$ cat src/rtl/bus_condition_timers.sv
// rtl/bus_condition_timers.sv - I3C bus quiet-time tracker raising Bus Free / Available / Idle
//
// Counts clk_i cycles of bus quiet time after a STOP (or after enable) and
// compares the count live against three CSR thresholds.
//
// Parameters:
//   CntWidth           width of the quiet-time counter and all thresholds
//
// Ports:
//   clk_i, rst_ni      clock, asynchronous active-low reset
//   enable_i           block enable (PHY enable)
//   t_bus_free_i       Bus Free threshold in clk cycles
//   t_bus_available_i  Bus Available threshold in clk cycles
//   t_bus_idle_i       Bus Idle threshold in clk cycles
//   scl_i, sda_i       synchronised bus line levels
//   start_det_i        1-cycle pulse, START / Repeated START seen
//   stop_det_i         1-cycle pulse, STOP seen
//   bus_busy_o         bus between START and STOP
//   bus_free_o         Bus Free condition reached
//   bus_available_o    Bus Available condition reached
//   bus_idle_o         Bus Idle condition reached
//   quiet_cnt_o        current quiet-time count
//
// Optional feature (macro I3C_BUS_COND_PULSE_EN):
//   bus_free_pulse_o, bus_available_pulse_o, bus_idle_pulse_o
//   registered 1-cycle pulses one cycle after each level flag rises.

module bus_condition_timers #(
  parameter int CntWidth = 20
) (
  input  logic                clk_i,
  input  logic                rst_ni,
  input  logic                enable_i,
  input  logic [CntWidth-1:0] t_bus_free_i,
  input  logic [CntWidth-1:0] t_bus_available_i,
  input  logic [CntWidth-1:0] t_bus_idle_i,
  input  logic                scl_i,
  input  logic                sda_i,
  input  logic                start_det_i,
  input  logic                stop_det_i,
  output logic                bus_busy_o,
  output logic                bus_free_o,
  output logic                bus_available_o,
  output logic                bus_idle_o,
  output logic [CntWidth-1:0] quiet_cnt_o
`ifdef I3C_BUS_COND_PULSE_EN
  ,
  output logic                bus_free_pulse_o,
  output logic                bus_available_pulse_o,
  output logic                bus_idle_pulse_o
`endif
);

  localparam logic [1:0] StDisabled = 2'd0;
  localparam logic [1:0] StBusy     = 2'd1;
  localparam logic [1:0] StCount    = 2'd2;

  localparam logic [CntWidth-1:0] CntMax = '1;

  logic [1:0]          state_q, state_d;
  logic [CntWidth-1:0] cnt_q, cnt_d;

  always_comb begin
    state_d = state_q;
    cnt_d   = '0;
    if (!enable_i) begin
      state_d = StDisabled;
    end else begin
      case (state_q)
        // Coming out of disable the bus is assumed quiet since power-up,
        // so Hot-Join can wait for Bus Idle without having seen a STOP.
        StDisabled: state_d = StCount;
        StBusy: begin
          if (start_det_i)     state_d = StBusy;
          else if (stop_det_i) state_d = StCount;
        end
        StCount: begin
          if (start_det_i) begin
            state_d = StBusy;
          end else if (stop_det_i) begin
            state_d = StCount;   // re-arm the count from zero
          end else if (!scl_i || !sda_i) begin
            state_d = StBusy;    // any low line ends the quiet period
          end else begin
            cnt_d = (cnt_q == CntMax) ? cnt_q : cnt_q + CntWidth'(1'b1);
          end
        end
        default: state_d = StDisabled;
      endcase
    end
  end

  always_ff @(posedge clk_i or negedge rst_ni) begin
    if (!rst_ni) begin
      state_q <= StDisabled;
      cnt_q   <= '0;
    end else begin
      state_q <= state_d;
      cnt_q   <= cnt_d;
    end
  end

  // Thresholds are compared live so a CSR rewrite is seen immediately.
  assign bus_busy_o      = (state_q == StBusy);
  assign bus_free_o      = (state_q == StCount) && (cnt_q >= t_bus_free_i);
  assign bus_available_o = (state_q == StCount) && (cnt_q >= t_bus_available_i);
  assign bus_idle_o      = (state_q == StCount) && (cnt_q >= t_bus_idle_i);
  assign quiet_cnt_o     = cnt_q;

`ifdef I3C_BUS_COND_PULSE_EN
  logic [2:0] flags_now, flags_q, pulse_q;

  assign flags_now = {bus_free_o, bus_available_o, bus_idle_o};

  always_ff @(posedge clk_i or negedge rst_ni) begin
    if (!rst_ni) begin
      flags_q <= '0;
      pulse_q <= '0;
    end else begin
      flags_q <= flags_now;
      pulse_q <= flags_now & ~flags_q;   // rising edges only
    end
  end

  assign bus_free_pulse_o      = pulse_q[2];
  assign bus_available_pulse_o = pulse_q[1];
  assign bus_idle_pulse_o      = pulse_q[0];
`endif

endmodule

$ cat config.mk
export PLATFORM = sky130hd
export DESIGN_NAME = bus_condition_timers
export DESIGN_NICKNAME = d
export VERILOG_FILES = /design/src/rtl/bus_condition_timers.sv
export SDC_FILE = /design/constraint.sdc
export NUM_CORES = 1
export LEC_CHECK = 0
export CAP_MARGIN = 10
export CORE_AREA = 2 2 80 82
export CTS_CLUSTER_SIZE = 12
export DETAILED_ROUTE_END_ITERATION = 7
export DIE_AREA = 0 0 82 84
export PLACE_DENSITY = 0.78
export RECOVER_POWER = 25
export SYNTH_ARGS = -nofsm -noshare
export SYNTH_HDL_FRONTEND = slang
export SYNTH_SLANG_ARGS = --single-unit
$ cat constraint.sdc
create_clock -name clk_i -period 2.6 [get_ports clk_i]
set_clock_uncertainty 0.1 [all_clocks]
set_input_delay 0.26 -clock clk_i [delete_from_list [all_inputs] [get_ports clk_i]]
set_output_delay 0.26 -clock clk_i [all_outputs]
set_load 0.02 [all_outputs]
==> Word level (Yosys, flattened, before mapping) <==
Cells that the tools add are included.
{ "word_totals": {"word_cells": 33, "out_inout_bits": 24, "register_bits": 22} }
{ "classes": {"order_cmp": 3, "n_mux": 13, "n_reduce_logical": 8, "n_eq_ne": 6, "n_addsub": 1} }
{ "ops": {"columns": ["op", "count"], "rows": [
  ["$mux W20", 6],
  ["$ge A20 B20 Y1", 3],
  ["$add A20 B1 Y20 const B", 1],
  ["$eq A20 B20 Y1 const B", 1],
  ["$mux W2", 6],
  ["$ne A6 B6 Y1 const B", 1],
  ["$pmux W2 S3", 1],
  ["$ne A5 B5 Y1 const B", 1],
  ["$ne A4 B4 Y1 const B", 1],
  ["$logic_and A1 B1 Y1", 3],
  ["$eq A2 B1 Y1 const B", 1],
  ["$eq A2 B2 Y1 const B", 1],
  ["$logic_not A1 Y1", 2],
  ["$logic_not A2 Y1", 1],
  ["$reduce_and A2 Y1", 1],
  ["$logic_or A1 B1 Y1", 1]
]} }

==> Longest topological paths before layout <==
{ "depth": {"ltp_word": 7, "mapped_depth": 7, "mapped_depth_nobuf": 7} }

==> Worst setup path after synthesis <==
No wires, ideal clock.
{ "synth_path": {"kind": "reg2out", "from": "register cnt_q[0], in the netlist quiet_cnt_o[0]", "to": "output port bus_free_o", "setup_slack_ps": 361, "required_time_ps": 2240, "path_stages_with_launch": 7, "arrival_time_ps": 1879, "cell_sequence": "dfrtp_1 > inv_1 > ha_1 > o211ai_1 > a2111oi_0 > a2111oi_0 > o221ai_1"} }
{ "synth_via": {"elab_chain_cells": 2} }
{ "synth_lines": {"columns": ["element", "line_no", "rtl"], "rows": [
  ["from (decl)", "61", "logic [CntWidth-1:0] cnt_q, cnt_d;"],
  ["from (signal assigned)", "99", "cnt_q <= cnt_d;"],
  ["$ge A20 B20 Y1", "105", "assign bus_free_o = (state_q == StCount) && (cnt_q >= t_bus_free_i);"],
  ["$logic_and A1 B1 Y1", "105", null],
  ["to (decl)", "42", "output logic bus_free_o,"]
]} }
Every way passes these cells.

==> Worst setup path in the final report <==
{ "layout_path": {"from": "register cnt_q[2], in the netlist quiet_cnt_o[2]", "to": "output port bus_idle_o"} }
{ "layout_via": {"elab_chain_cells": 2} }
{ "layout_lines": {"columns": ["element", "line_no", "rtl"], "rows": [
  ["$ge A20 B20 Y1", "107", "assign bus_idle_o = (state_q == StCount) && (cnt_q >= t_bus_idle_i);"],
  ["$logic_and A1 B1 Y1", "107", null],
  ["to (decl)", "44", "output logic bus_idle_o,"]
]} }
Every way passes these cells.

==> reports/metrics.csv <==
stage;metric;value;unit
run_status;outcome;finished clean;
timing;finalMaxSlewViolations;0;
cells_and_area;multiInputGateArea;0.00198;sq mm
timing;layout_min_cycle_time;2580;ps
timing;slew_headroom;23.4;%
timing;fin_crit_sh;99.2;%
global_route;grt_pass1_vias;2687;
routing;drt-wirelength-per-cell;14.5;um
die;dieHeight;84;um
yosys;yosysSeqAreaShare;20.7;%
global_route;track_usage;22.7;%
worst_hold_path;worstHoldPathType;flip-flop to flip-flop;
global_route;antenna_found_initial;0;
routing;drc;0;
yosys;synth_edf_count;0;
worst_setup_path;path_cells;buf_6, ha_4, o211ai_1, a2111oi_2, a2111oi_2, buf_4, o221ai_2, buf_4;
timing;hold_ws;408;ps
run;maxCapViolCount;0;
yosys;synthArstFlopShare;100;%
clocking;cts.clk_slew.worst_paths;70;ps
cells_and_area;drive_gt1_share;14.0;%
yosys;avgSynthCellArea;8.02;sq um
cells_and_area;seqCellArea;552;sq um
yosys;synth_flop_cell;dfrtp_1;
global_route;grt.overflow.total;0;
timing;setup_violations;0;
timing;worst_slew_pin_slew;1150;ps
worst_setup_path;critPathSlowestCell;dfrtp_2;
routing;vias_per_cell;5.32;
yosys;syn_inst;331;
power;peakVddDrop;0.236;mV
clocking;cts_tree;done;
clocking;h-tree-depth;1;
place;pre_cts_slack;-562;ps
die;die_x;82;um
global_route;grt_max_degree;23;
clocking;clock_sinks;22;
routing;antenna_left;0;
die;rows;29;
yosys;synth_area;0.00266;sq mm
clocking;cts_root_buffer;clkbuf_8;
worst_setup_path;worstSetupPathType;flip-flop to primary output;
worst_setup_path;cp.buffers_inverters;3;
routing;first_pass_iters;4;
clocking;cts_buffers;3;
place;gp_congestion;0.829;
global_route;grt_pass1_wl;12.3;mm
power;power.density;188;mW/mm^2
worst_hold_path;min_to;state_q[1];
worst_setup_path;cp-end-kind;primary output;
worst_setup_path;r2r_end;quiet_cnt_o[9];
cells_and_area;area_growth;53.2;%
worst_setup_path;critPathRequiredTime;2240;ps
timing;rsz0062_at_grt;true;
worst_setup_path;critPathArrivalTime;2220;ps
die;start_util;43.6;%
power;p_leak;2.02;nW
cells_and_area;fillCellCount;512;
worst_setup_path;reg2regPathDepth;7;
place;io_buffer_count;90;
timing;finalHoldViolations;0;
clocking;clk_latency;260;ps
place;numPlacedInstances;528;
worst_setup_path;rr_startpoint;quiet_cnt_o[1];
worst_setup_path;max_stage_delay;470;ps
yosys;synth_cell_type_count;39;
yosys;syn_nets;459;
place;hpwl;6.20;mm
cells_and_area;antenna_cells;0;
die;core_area;0.00610;sq mm
worst_hold_path;hold_depth;1;
cells_and_area;layout.nets;586;
routing;wl;7.70;mm
worst_setup_path;rrSetupSlack;420;ps
worst_setup_path;start_kind;flip-flop;
yosys;yosys_warnings;0;
timing;finalSetupTns;0;ps
timing;fin_ws;22.0;ps
worst_setup_path;cp_top_family;compound AO/OA/AOI/OAI gates;
worst_hold_path;holdCritStartpoint;state_q[1];
routing;vias;2836;
die;dieArea;0.00689;sq mm
worst_setup_path;crit_fanout;4;
routing;drt_iter0_drc;149;
cells_and_area;final_cells;533;
clocking;cts_buffer_depth;2;
die;io_pins;91;
timing;fmax;388;MHz
yosys;ys_ff_latch;22;
## metal layers
layer	part of all wire [%]	global-route usage, %	routed length (um)
met5	0	0	0
met4	1.7	3.64	134
met3	5.3	4.22	405
met2	52	40.4	4020
met1	41	28.5	3140
## sequential cells by signal, indices dropped and copies added, names as in the netlist
register     flops
state_q          2
quiet_cnt_o     20
## repair_timing
| action | in CTS | in global routing |
|---|---|---|
| setup buffers | 0 | 2 |
| pin swaps | 3 | 9 |
| endpoints found under the setup margin | 3 | 3 |
| resized for setup | 16 | 30 |
| hold buffers | 0 | 0 |
## final cells by class
type                            count  share of cell area (%)
Clock buffer                        3                    1.02
Inverter                           63                    5.81
Multi-Input combinational cell    244                    48.7
Sequential cell                    22                    13.6
Tap cell                           77                    2.37
Timing Repair Buffer              124                    28.5
## stage by stage
| stage | cell area [sq um] | utilization (%) | power [mW] |
|---|---|---|---|
| finish | 4070 | 66.7 | 0.765 |
| global route | 4070 | 66.7 | 0.813 |
| CTS | 3910 | 64.2 | 0.763 |
| detailed placement | 3880 | 63.7 | 0.561 |
| global placement | 3880 | 63.7 | 0.553 |
| floorplan | 2660 | - | 0.426 |
## report_power, final
part | leakage [nW] | total (mW) | internal, mW | switching, mW
clock network | 0.0216 | 0.204 | 0.103 | 0.101
registers | 0.304 | 0.348 | 0.345 | 0.00303
logic | 1.69 | 0.213 | 0.129 | 0.0836
total | 2.02 | 0.765 | 0.577 | 0.188
## synthesized netlist by cell type, types with 3 or more instances
library cell / n / area [sq um]
a2111oi_0: 9 / 78.8
dfrtp_1: 22 / 551
nor2_1: 31 / 116
ha_1: 61 / 763
and3_1: 5 / 31.3
xnor2_1: 9 / 78.8
o21ai_0: 4 / 20.0
inv_1: 63 / 236
o211ai_1: 6 / 45.0
nand3_1: 14 / 70.1
nor2b_1: 5 / 31.3
o221ai_1: 3 / 26.3
a21oi_1: 25 / 125
xor2_1: 4 / 35.0
nor3_1: 12 / 60.1
nand4_1: 9 / 56.3
nand2_1: 20 / 75.1
a211oi_1: 3 / 22.5
## placed cells by master, fill, tap and decap left out, types with 2 or more instances in the layout
| cell type | count |
|---|---|
| and3_1 | 5 |
| inv_1 | 62 |
| nand4_1 | 9 |
| nor2_1 | 31 |
| dfrtp_1 | 21 |
| clkbuf_8 | 3 |
| o211ai_1 | 6 |
| o21ai_0 | 4 |
| nand4b_1 | 2 |
| nor3_1 | 11 |
| nand3_1 | 14 |
| ha_1 | 58 |
| nand2_1 | 20 |
| nand2b_1 | 2 |
| ha_4 | 3 |
| xnor2_1 | 9 |
| mux2i_1 | 2 |
| clkdlybuf4s50_1 | 86 |
| o221ai_2 | 2 |
| a211oi_2 | 3 |
| xor2_1 | 4 |
| a2111oi_2 | 8 |
| buf_4 | 34 |
| nor2b_1 | 5 |
| nand3b_1 | 2 |
| a21oi_1 | 25 |
## worst max path at each step
stage               startpoint    endpoint  slack [ps]  cells after the start
2_1_floorplan   quiet_cnt_o[0]  bus_free_o         360                      6
3_3_place_gp   t_bus_idle_i[2]  bus_idle_o        -510                      9
3_5_place_dp   t_bus_idle_i[2]  bus_idle_o        -560                      9
4_1_cts        t_bus_idle_i[2]  bus_idle_o         -40                      9
5_1_grt         quiet_cnt_o[2]  bus_idle_o         -70                      8
6_report        quiet_cnt_o[2]  bus_idle_o          20                      8
## logic make-up (layout without fill, tap and decap cells)
family / after synthesis / in the layout / share of synthesized area (%)
compound gates: 58 / 58 / 14.5
xor+xnor: 13 / 13 / 4.29
fa+ha+maj: 61 / 61 / 28.7
buf+inv: 65 / 190 / 9.19
flops: 22 / 22 / 20.7
mux: 2 / 2 / 0.754
simple gates: 110 / 110 / 21.8
No activity file was read; power rests on OpenSTA's default activity.
==> patch: new RTL, same flow settings <==
Build with the macro `I3C_BUS_COND_PULSE_EN` defined.
--- a/src/rtl/bus_condition_timers.sv
+++ b/src/rtl/bus_condition_timers.sv
@@ -24,6 +24,8 @@
 // Optional feature (macro I3C_BUS_COND_PULSE_EN):
 //   bus_free_pulse_o, bus_available_pulse_o, bus_idle_pulse_o
 //   registered 1-cycle pulses one cycle after each level flag rises.
+
+`define I3C_BUS_COND_PULSE_EN
 
 module bus_condition_timers #(
   parameter int CntWidth = 20
Function (old outputs only; new: bus_available_pulse_o, bus_free_pulse_o and bus_idle_pulse_o): kept (Yosys induction, for registers that start in step).
==> patch against the unedited design <==
  * Wire length is 10% higher
  * Worst setup slack worse by 0.14 ns
  * The flow now finishes with violations (negative setup slack)
  * Combinational power is 11% higher
  * Design area is 11% higher
  * Largest cell class unchanged
  * Sequential cell count is 6 higher
  * Area after synthesis is 6.8% higher
  * Global-route usage is 1.4 points higher
  * Total power is 34% higher
==> patch: results (changes against the unedited design) <==
Logic synthesis
  • Yosys cell types: 40 (was 39)
  • Post-synthesis mux area share: 0% (was 0.7540%)
  • Post-Syn Instances: 342 (was 331)
  • XOR/XNOR share of the synthesized area: 4.323% (was 4.288%)
  • Sequential share of the synthesized area: 24.70% (was 20.74%)
  • Compound-cell area share of the yosys netlist: 13.94% (was 14.47%)

Critical path
  • Crit path from: t_bus_available_i[13] (was quiet_cnt_o[2]$_DFFE_PN0P_)
  • Register-to-Register Setup Slack: 0.34 ns (was 0.42 ns)
  • FF-to-FF End: quiet_cnt_o[18]$_DFFE_PN0P_ (was quiet_cnt_o[9]$_DFFE_PN0P_)
  • Critical path arrival: 2.36 ns (was 2.22 ns)
  • Critical path endpoint: bus_available_o (was bus_idle_o)
  • Crit path max fanout: 2 (was 4)

Status
  • Failing checks: negative setup slack
  • Status: complete, but fails checks (was completed)

Cells and area
  • Layout cells sized above 1: 20.37% (was 14.04%)
  • Nets: 610 (was 586)
  • Fillers: 438 (was 512)
  • Final Non-Filler Cells: 558 (was 533)

STA
  • Slew margin rel.: 2.502% (was 23.36%)
  • Final WS setup: -0.1158 ns (was 0.02203 ns)
  • # setup viols final: 3 (was 0)

Global route
  • GRT Overall Usage: 24.13% (was 22.73%)
  • Largest net degree at the start of global routing: 29 (was 23)
  • First-pass GRT wire length: 13.23 mm (was 12.30 mm)
  • Vias in the first global route: 3112 (was 2687)

Placement
  • I/O Buffers: 93 (was 90)
  • Placement Cell Area: 4133 µm² (was 3885 µm²)
  • Dpl ws: -0.9929 ns (was -0.5616 ns)
  • Detailed placer's ending HPWL: 6.398 mm (was 6.200 mm)
  • Placed Cells: 546 (was 528)

Detailed routing
  • Post-DR vias/cell: 5.387 (was 5.321)
  • Initial DRC count: 218 (was 149)
  • Avg WL per Cell: 15.24 µm (was 14.45 µm)

Pwr
  • Static Leak: 2.222 nW (was 2.019 nW)
patch: cell count changes after synthesis, sizes merged, moves of 5 or more:
cell / before / now
a2111oi: 9 / 2
nor3: 12 / 7
nor4: 1 / 6
dfrtp: 22 / 28
o211ai: 6 / 0
or3: 1 / 6
xnor2: 9 / 14
patch: worst min-delay path by stage:
stage | from | endpoint | slack, ns | cells after the start
global route | flags_q[0]$_DFF_PN0_ | pulse_q[0]$_DFF_PN0_ | 0.32 | 1
finish | flags_q[0]$_DFF_PN0_ | pulse_q[0]$_DFF_PN0_ | 0.31 | 1
detailed placement | flags_q[1]$_DFF_PN0_ | pulse_q[1]$_DFF_PN0_ | 0.29 | 1
global placement | flags_q[0]$_DFF_PN0_ | pulse_q[0]$_DFF_PN0_ | 0.29 | 1
floorplan | rst_ni | flags_q[0]$_DFF_PN0_ | -0.14 | 0
CTS | rst_ni | state_q[1]$_DFFE_PN0P_ | 0.26 | 2
patch: metal layers:
| layer | global-route usage (%) | share of wire [%] | vias up |
|---|---|---|---|
| li1 | - | - | 1469 |
| met1 | 27.64 | 39 | 1416 |
| met2 | 45.38 | 54 | 100 |
| met3 | 2.381 | 4.8 | 21 |
| met4 | 7.576 | 2.2 | 0 |
| met5 | 0 | 0 | - |
patch: area by class of cell:
class	count	area share, %
Clock buffer	3	0.9116
Sequential cell	28	15.61
Multi-Input combinational cell	245	46.88
Timing Repair Buffer	140	28.51
Inverter	64	5.304
Tap cell	77	2.127
Clock inverter	1	0.6630
patch: logic make-up (layout without fill, tap and decap cells):
family / count (synthesis) / after routing
simple gates: 109 / 109
compound gates: 61 / 61
buf+inv: 69 / 208
xor+xnor: 14 / 14
flops: 28 / 28
fa+ha+maj: 61 / 61
patch: power breakdown:
| group | leakage, nW | switching (W) | internal (W) |
|---|---|---|---|
| registers | 0.381 | 0.00000246 | 0.000438 |
| logic | 1.81 | 0.0000958 | 0.000141 |
| clock network | 0.0357 | 0.000139 | 0.000206 |
patch: critical path, stage by stage:
cell,delay [ns]
clkdlybuf4s50_1,0.47
inv_1,0.05
ha_1,0.28
and3_4,0.16
a221oi_2,0.30
o2bb2ai_2,0.12
a2111oi_4,0.35
buf_4,0.19
nor2_4,0.04
buf_6,0.14
patch: timing repair:
item | 4_1_cts | 5_1_grt
buffers inserted | 3 | 5
endpoints found under the setup margin | 4 | 3
pin swaps | 14 | 16
gates resized for setup | 40 | 31
hold buffers | 0 | 0
patch: through the flow:
step / TNS (ns) / util (%)
2_1_floorplan: 0 / -
3_3_place_gp: -2.847 / 67.80
3_5_place_dp: -2.879 / 67.80
4_1_cts: -0.4248 / 70.94
5_1_grt: -0.5157 / 74.30
6_report: -0.2743 / 74.30
